**src/rtl/code_sequencer.sv**
```systemverilog
// Switch/button driven 4-bit code sequencer: synchronizes and debounces raw
// inputs, then runs a MANUAL / AUTO / STEP mode FSM that drives a registered code.
module code_sequencer #(
    parameter int unsigned DEB_CYCLES  = 1000000,
    parameter int unsigned TICK_CYCLES = 50000000
) (
    input  logic       clk,
    input  logic       rst,
    input  logic [3:0] SW,
    input  logic       BTNC,
    input  logic       BTNU,
    output logic [3:0] code,
    output logic [1:0] mode,
    output logic       tick
);

    typedef enum logic [1:0] {
        MANUAL = 2'b00,
        AUTO   = 2'b01,
        STEP   = 2'b10
    } state_t;

    localparam int unsigned DW = $clog2(DEB_CYCLES);
    localparam int unsigned PW = $clog2(TICK_CYCLES);
    localparam logic [DW-1:0] DEB_LAST  = DW'(DEB_CYCLES - 1);
    localparam logic [PW-1:0] TICK_LAST = PW'(TICK_CYCLES - 1);

    // Input bit map: [3:0] SW, [4] BTNC, [5] BTNU
    logic [5:0]    raw;
    logic [5:0]    sync1;
    logic [5:0]    sync2;
    logic [5:0]    deb;
    logic [DW-1:0] deb_cnt [6];
    logic [1:0]    btn_q;
    logic          pulse_c;
    logic          pulse_u;
    logic [PW-1:0] presc;
    state_t        state;

    assign raw = {BTNU, BTNC, SW};

    always_ff @(posedge clk or posedge rst) begin
        if (rst) begin
            sync1 <= '0;
            sync2 <= '0;
        end else begin
            sync1 <= raw;
            sync2 <= sync1;
        end
    end

    always_ff @(posedge clk or posedge rst) begin
        if (rst) begin
            deb <= '0;
            for (int unsigned i = 0; i < 6; i++) begin
                deb_cnt[i] <= '0;
            end
        end else begin
            for (int unsigned i = 0; i < 6; i++) begin
                if (sync2[i] == deb[i]) begin
                    deb_cnt[i] <= '0;
                end else if (deb_cnt[i] == DEB_LAST) begin
                    deb[i]     <= sync2[i];
                    deb_cnt[i] <= '0;
                end else begin
                    deb_cnt[i] <= deb_cnt[i] + DW'(1);
                end
            end
        end
    end

    always_ff @(posedge clk or posedge rst) begin
        if (rst) begin
            btn_q <= '0;
        end else begin
            btn_q <= deb[5:4];
        end
    end

    assign pulse_c = deb[4] & ~btn_q[0];
    assign pulse_u = deb[5] & ~btn_q[1];

    // A mode change takes priority over any step or tick in the same cycle.
    always_ff @(posedge clk or posedge rst) begin
        if (rst) begin
            state <= MANUAL;
            code  <= '0;
            tick  <= 1'b0;
            presc <= '0;
        end else begin
            tick <= 1'b0;
            if (pulse_c) begin
                presc <= '0;
                case (state)
                    MANUAL:  state <= AUTO;
                    AUTO:    state <= STEP;
                    default: state <= MANUAL;
                endcase
            end else begin
                case (state)
                    MANUAL: begin
                        code  <= deb[3:0];
                        presc <= '0;
                    end
                    AUTO: begin
                        if (presc == TICK_LAST) begin
                            presc <= '0;
                            code  <= code + 4'd1;
                            tick  <= 1'b1;
                        end else begin
                            presc <= presc + PW'(1);
                        end
                    end
                    STEP: begin
                        presc <= '0;
                        if (pulse_u) begin
                            code <= code + 4'd1;
                        end
                    end
                    default: begin
                        state <= MANUAL;
                        presc <= '0;
                    end
                endcase
            end
        end
    end

    assign mode = state;

endmodule
```
**config.mk**
```make
export PLATFORM = sky130hd
export DESIGN_NAME = code_sequencer
export DESIGN_NICKNAME = d
export VERILOG_FILES = /design/src/rtl/code_sequencer.sv
export SDC_FILE = /design/constraint.sdc
export NUM_CORES = 1
export LEC_CHECK = 0
export ABC_AREA = 1
export CAP_MARGIN = 20
export CELL_PAD_IN_SITES_DETAIL_PLACEMENT = 0
export CELL_PAD_IN_SITES_GLOBAL_PLACEMENT = 1
export CORE_MARGIN = 2
export CORE_UTILIZATION = 43
export CTS_BUF_LIST = sky130_fd_sc_hd__clkbuf_8 sky130_fd_sc_hd__clkbuf_16
export DETAILED_ROUTE_END_ITERATION = 10
export PLACE_DENSITY_LB_ADDON = 0.1
export SETUP_SLACK_MARGIN = 0.3
export SYNTH_ARGS = -nofsm -noshare
export SYNTH_HDL_FRONTEND = slang
export SYNTH_SLANG_ARGS = --single-unit
```
**constraint.sdc**
```tcl
create_clock -name clk -period 5.3 [get_ports clk]
set_clock_uncertainty 0.2 [all_clocks]
set_input_delay 0.795 -clock clk [delete_from_list [all_inputs] [get_ports clk]]
set_output_delay 0.795 -clock clk [all_outputs]
set_load 0.02 [all_outputs]
```
Word-level counts from Yosys, hierarchy flattened
Index checks and enable logic that the tools add are counted.
{"block": "classes", "bitwise": 11, "mux": 24, "n_addsub": 8, "eq_ne": 18, "reduce_logical": 10}
{"op": "$mux 20", "n": 12}
{"op": "$add 20x1->20 const B", "n": 6}
{"op": "$eq 20x20->1 const B", "n": 6}
{"op": "$mux 26", "n": 3}
{"op": "$add 26x1->26 const B", "n": 1}
{"op": "$eq 26x26->1 const B", "n": 1}
{"op": "$pmux 4 s3", "n": 1}
{"op": "$reduce_and 2->1", "n": 6}
{"op": "$not 1->1", "n": 9}
{"op": "$mux 4", "n": 2}
{"op": "$eq 1x1->1", "n": 6}
{"op": "$add 4x1->4 const B", "n": 1}
{"op": "$mux 2", "n": 2}
{"op": "$ne 2x2->1 const B", "n": 2}
{"op": "$pmux 2 s2", "n": 1}
{"op": "$reduce_and 4->1", "n": 1}
{"op": "$mux 1", "n": 3}
{"op": "$reduce_bool 3->1", "n": 1}
{"op": "$reduce_or 3->1", "n": 1}
{"op": "$and 1x1->1", "n": 2}
{"op": "$eq 2x1->1 const B", "n": 1}
{"op": "$eq 2x2->1 const B", "n": 1}
{"op": "$logic_not 2->1", "n": 1}
{"op": "$ne 2x1->1 const B", "n": 1}
{"block": "word_totals", "reg_bits": 173, "out_inout_bits": 7, "wordCells": 90}

Longest topological paths before layout
{"block": "logic_depth", "depth_word": 4, "depth_mapped": 10, "mapped_depth_nobuf": 10}

Worst setup path after synthesis
No wires, ideal clock.
{"block": "synth_timing", "path_type": "reg2reg", "start": "reg state[0], in the netlist mode[0]", "end": "reg code[0]", "setup_ns": 0.117, "stages_incl_launch_ff": 7, "t_arrival_ns": 1.385, "period_less_slack_ns": 1.702, "slack_ns": 3.598, "path_buffers": 0, "cell_sequence": "dfrtp_1 > ha_1 > or2_2 > a21oi_2 > nand2_2 > nand2_1 > nand2_1"}
{"block": "synth_via", "elab_chain_cells": 3, "word_cells_on_any_way": 8, "cone_classes": "4 x eq/ne; 1 x mux; 3 x reduce/logical"}
{"element": "start: declaration", "line": "38", "text": "state_t state;"}
{"element": "start signal: assignment", "line": "86", "text": "state <= MANUAL;"}
{"element": "start signal: assignment", "line": "95", "text": "MANUAL: state <= AUTO;"}
{"element": "start signal: assignment", "line": "96", "text": "AUTO: state <= STEP;"}
{"element": "$eq 2x1->1, or another cell as far along", "line": "100", "text": "case (state)"}
{"element": "$ne 2x2->1 (no source line) or $reduce_bool 3->1 (tied branches)"}
{"element": "$reduce_and 4->1 (no source line)"}
{"element": "end signal: assignment", "line": "102", "text": "code <= deb[3:0];"}
{"element": "end signal: assignment", "line": "108", "text": "code <= code + 4'd1;"}
{"element": "end signal: assignment", "line": "117", "text": "code <= code + 4'd1;"}
{"element": "end: declaration", "line": "12", "text": "output logic [3:0] code,"}
Parallel ways exist; a longest one is shown, timed or not.
A chain may end at the register's enable or synchronous reset.

Worst setup path after layout
{"block": "layout_timing", "start": "reg code[0]", "end": "out code[0]"}
No word-level cell between the ends.

==> results.cfg <==
[route]
routed_wl_um = 17990
drt-pass1-iter-count = 5
dr.first_iter.drc_count = 256
viasPerCell = 4.652
routedWlPerCell_um = 12.22
ant_nets = 0
dr_total_vias = 6853
drc_errors = 0

[yosys]
yosys.area_share.xor_xnor_pct = 8.079
synthMuxAreaShare_pct = 0
synth_largest_area_cell = dfrtp_1
seq_area_frac_synth_pct = 47.06
netlist_area_um2 = 9199
synth_compound_gate_area_share_pct = 2.040
ys_types = 34
synth_top_family_by_area = simple AND/OR/NAND/NOR gates
ys.warnings.count = 0
synth_cells = 1153
synth_fp_nets = 1175
synthAdderAreaFrac_pct = 1.904
yosys-top-cells-area = dfrtp_1, nor2_1, nand2_1
synthSimpleGateAreaFrac_pct = 35.28
synth_seq_cells = 173
syn_avg_cell_area_um2 = 7.978
synth_top_area_share_pct = 47.06

[clocking]
cts_tree = done
clk_latency_ns = 0.43
clockBufferDepth = 2
cts.reportedPaths.clkPinSlew_ns = 0.06
cts_max_level = 4
cts_setup_buffers = 0
cts_buffers = 17
hold_buffers = 0
cts.sinks = 173
cts_resized = 0
cts_root_buf = clkbuf_16

[grt]
grt_max_degree = 174
grt_first_pass_wirelength_um = 31930
grt_pass1_vias = 6746
grt_use_total_pct = 17.59
overflow = 0
antenna_found_initial = 0

[worst_hold_path]
hold_path.class = reg -> reg

[worst_setup_path]
crit_buf_inv = 1
critPathKind = reg -> out
crit_required_ns = 4.30
setup.worst_path.start_class = flip-flop
crit_path_top_delay_cell = clkdlybuf4s50_1
cp_max_fo = 5
path_delay_family = buffers and inverters
cp_slowest_stage_delay_ns = 0.67
crit_path_cell_trace = clkdlybuf4s50_1
crit_path_end_kind = output pin
arrival_ns = 1.51

[power]
p_sw_mw = 0.6023
combPwrFrac_pct = 2.9
finalPower_mw = 2.603
peakVddDrop_v = 0.0001793
power_frac_seq_pct = 51.7
p_per_area_nw_per_um2 = 254.3
p_leak_nw = 4.396
p_int_mw = 2.001
swShare_pct = 23.14
clockPowerShare_pct = 45.3

[sta]
slew_headroom_pct = 34.86
period_minus_slack_ns = 2.503
hold_viol = 0
setup_viol = 0
worst_pin_slew_ns = 0.9771
setup_tns_ns = 0
period_share_pct = 47.22
drv_slew = 0
clock.fmax_mhz = 399.6
grt_setup_unrepaired = no

[die]
io_pins = 15
row_count = 53
start_util_pct = 43.76
core_area_um2 = 21020
die_x_um = 150.3
die_h_um = 150.3
dieArea_um2 = 22580

[flow_run]
drv_cap = 0

[final_layout]
seq_area_um2 = 4329
diodes = 0
n_fill_cell = 2099
drive_gt1_share_pct = 10.77
multiInputGateArea_um2 = 4352
syn2layout_area_growth_pct = 11.30
fin_nets = 1207

[placement]
io_buffers = 14
dp_hpwl_um = 12970
gp_congestion = 0.7864

[run_status]
status = finished clean
kinds of logic (layout without fill, tap and decap cells):
group / Yosys count / after routing
xor gates and xnor gates: 84 / 84
and+or+nand+nor: 714 / 714
buffers and inverters: 135 / 180
adders and majority gates: 14 / 14
DFF: 173 / 173
AOI/OAI and AO/OA: 33 / 33
metal layers:
layer	track usage, %	routed length, um	vias up
met1	24.52	9151	3121
met4	4.858	213	0
met3	3.909	479	14
met5	0	0	-
li1	-	-	3663
met2	27.66	8149	55
synthesized netlist by cell type:
master	n
a21oi_2	1
nor2_2	25
a211oi_1	2
nand2_4	1
xnor2_1	23
or2_2	1
nor3_4	2
nand3_4	1
nand3b_1	1
nor3_2	2
ha_1	14
nand2_2	22
inv_2	16
xor2_2	1
dfrtp_1	173
nand2_1	234
nor3_1	27
buf_4	1
nor4_1	1
a21oi_4	1
nor3b_1	6
and3_1	1
o21ai_0	13
nand4_1	25
nand3b_4	1
nand3_2	8
inv_1	117
nand3_1	70
xor2_1	60
nor2_1	272
buf_6	1
o21bai_1	1
nor2_4	14
a21oi_1	15
cell usage in the layout, fill, tap and decap left out, drive strengths merged:
cell | netlist | routed
inv | 133 | 135
clkinvlp | 0 | 4
a211oi | 2 | 2
dfrtp | 173 | 173
nand3b | 2 | 2
nand2 | 257 | 257
o21ai | 13 | 13
or2 | 1 | 1
bufinv | 0 | 1
nand3 | 79 | 79
clkinv | 0 | 8
nor2 | 311 | 311
nand4 | 25 | 25
o21bai | 1 | 1
and3 | 1 | 1
buf | 2 | 1
xor2 | 61 | 61
ha | 14 | 14
nor4 | 1 | 1
nor3b | 6 | 6
nor3 | 31 | 31
xnor2 | 23 | 23
a21oi | 17 | 17
clkbuf | 0 | 17
clkdlybuf4s50 | 0 | 14
worst paths after layout:
kind,cells after the start,end,slack (ns),from
setup reg to reg,8,presc[25]$_DFF_PP0_,3.42,presc[0]$_DFF_PP0_
setup / recovery,1,code[0],2.80,code[0]$_DFFE_PP0P_
hold reg to reg,0,sync2[5]$_DFF_PP0_,0.15,sync1[5]$_DFF_PP0_
hold / removal,0,sync2[5]$_DFF_PP0_,0.15,sync1[5]$_DFF_PP0_
min in group asynchronous,3,deb_cnt[77]$_DFF_PP0_,0.72,rst
max in group asynchronous,3,deb_cnt[14]$_DFF_PP0_,3.41,rst
power by group through the flow:
stage               registers [mW]  clock network [mW]  logic [mW]
floorplan                     1.37                   0      0.0555
global placement              1.37                   0      0.0808
detailed placement            1.37                   0      0.0812
CTS                           1.35                1.22      0.0812
global route                  1.35                1.28      0.0929
finish                        1.35                1.18      0.0768
registers in the layout, summed over array words and instances (netlist names):
register / cells
deb_cnt: 120
presc: 26
deb: 6
sync1: 6
sync2: 6
code: 4
btn_q: 2
mode: 2
tick: 1
stage by stage:
step	setup slack, ns	utilization [%]	hold slack, ns	cell area, um^2	std cells
4_1_cts	2.757	48.71	0.1536	10240	1473
3_3_place_gp	2.935	46.09	0.1332	9688	1441
2_1_floorplan	2.094	-	0.1312	9203	1153
5_1_grt	2.734	48.71	0.1571	10240	1473
3_5_place_dp	2.927	46.09	0.1379	9688	1441
6_report	2.797	48.71	0.1506	10240	1473
area by class of cell:
cell class,instances,share of cell area [%]
sequential,173,42.28
timing repair buffer,15,1.564
multi-input combinational,845,42.50
inverter,133,4.913
clock inverter,15,1.222
tap,275,3.361
clock buffer,17,4.155
Note: power is estimated with default switching activity, not from simulation.
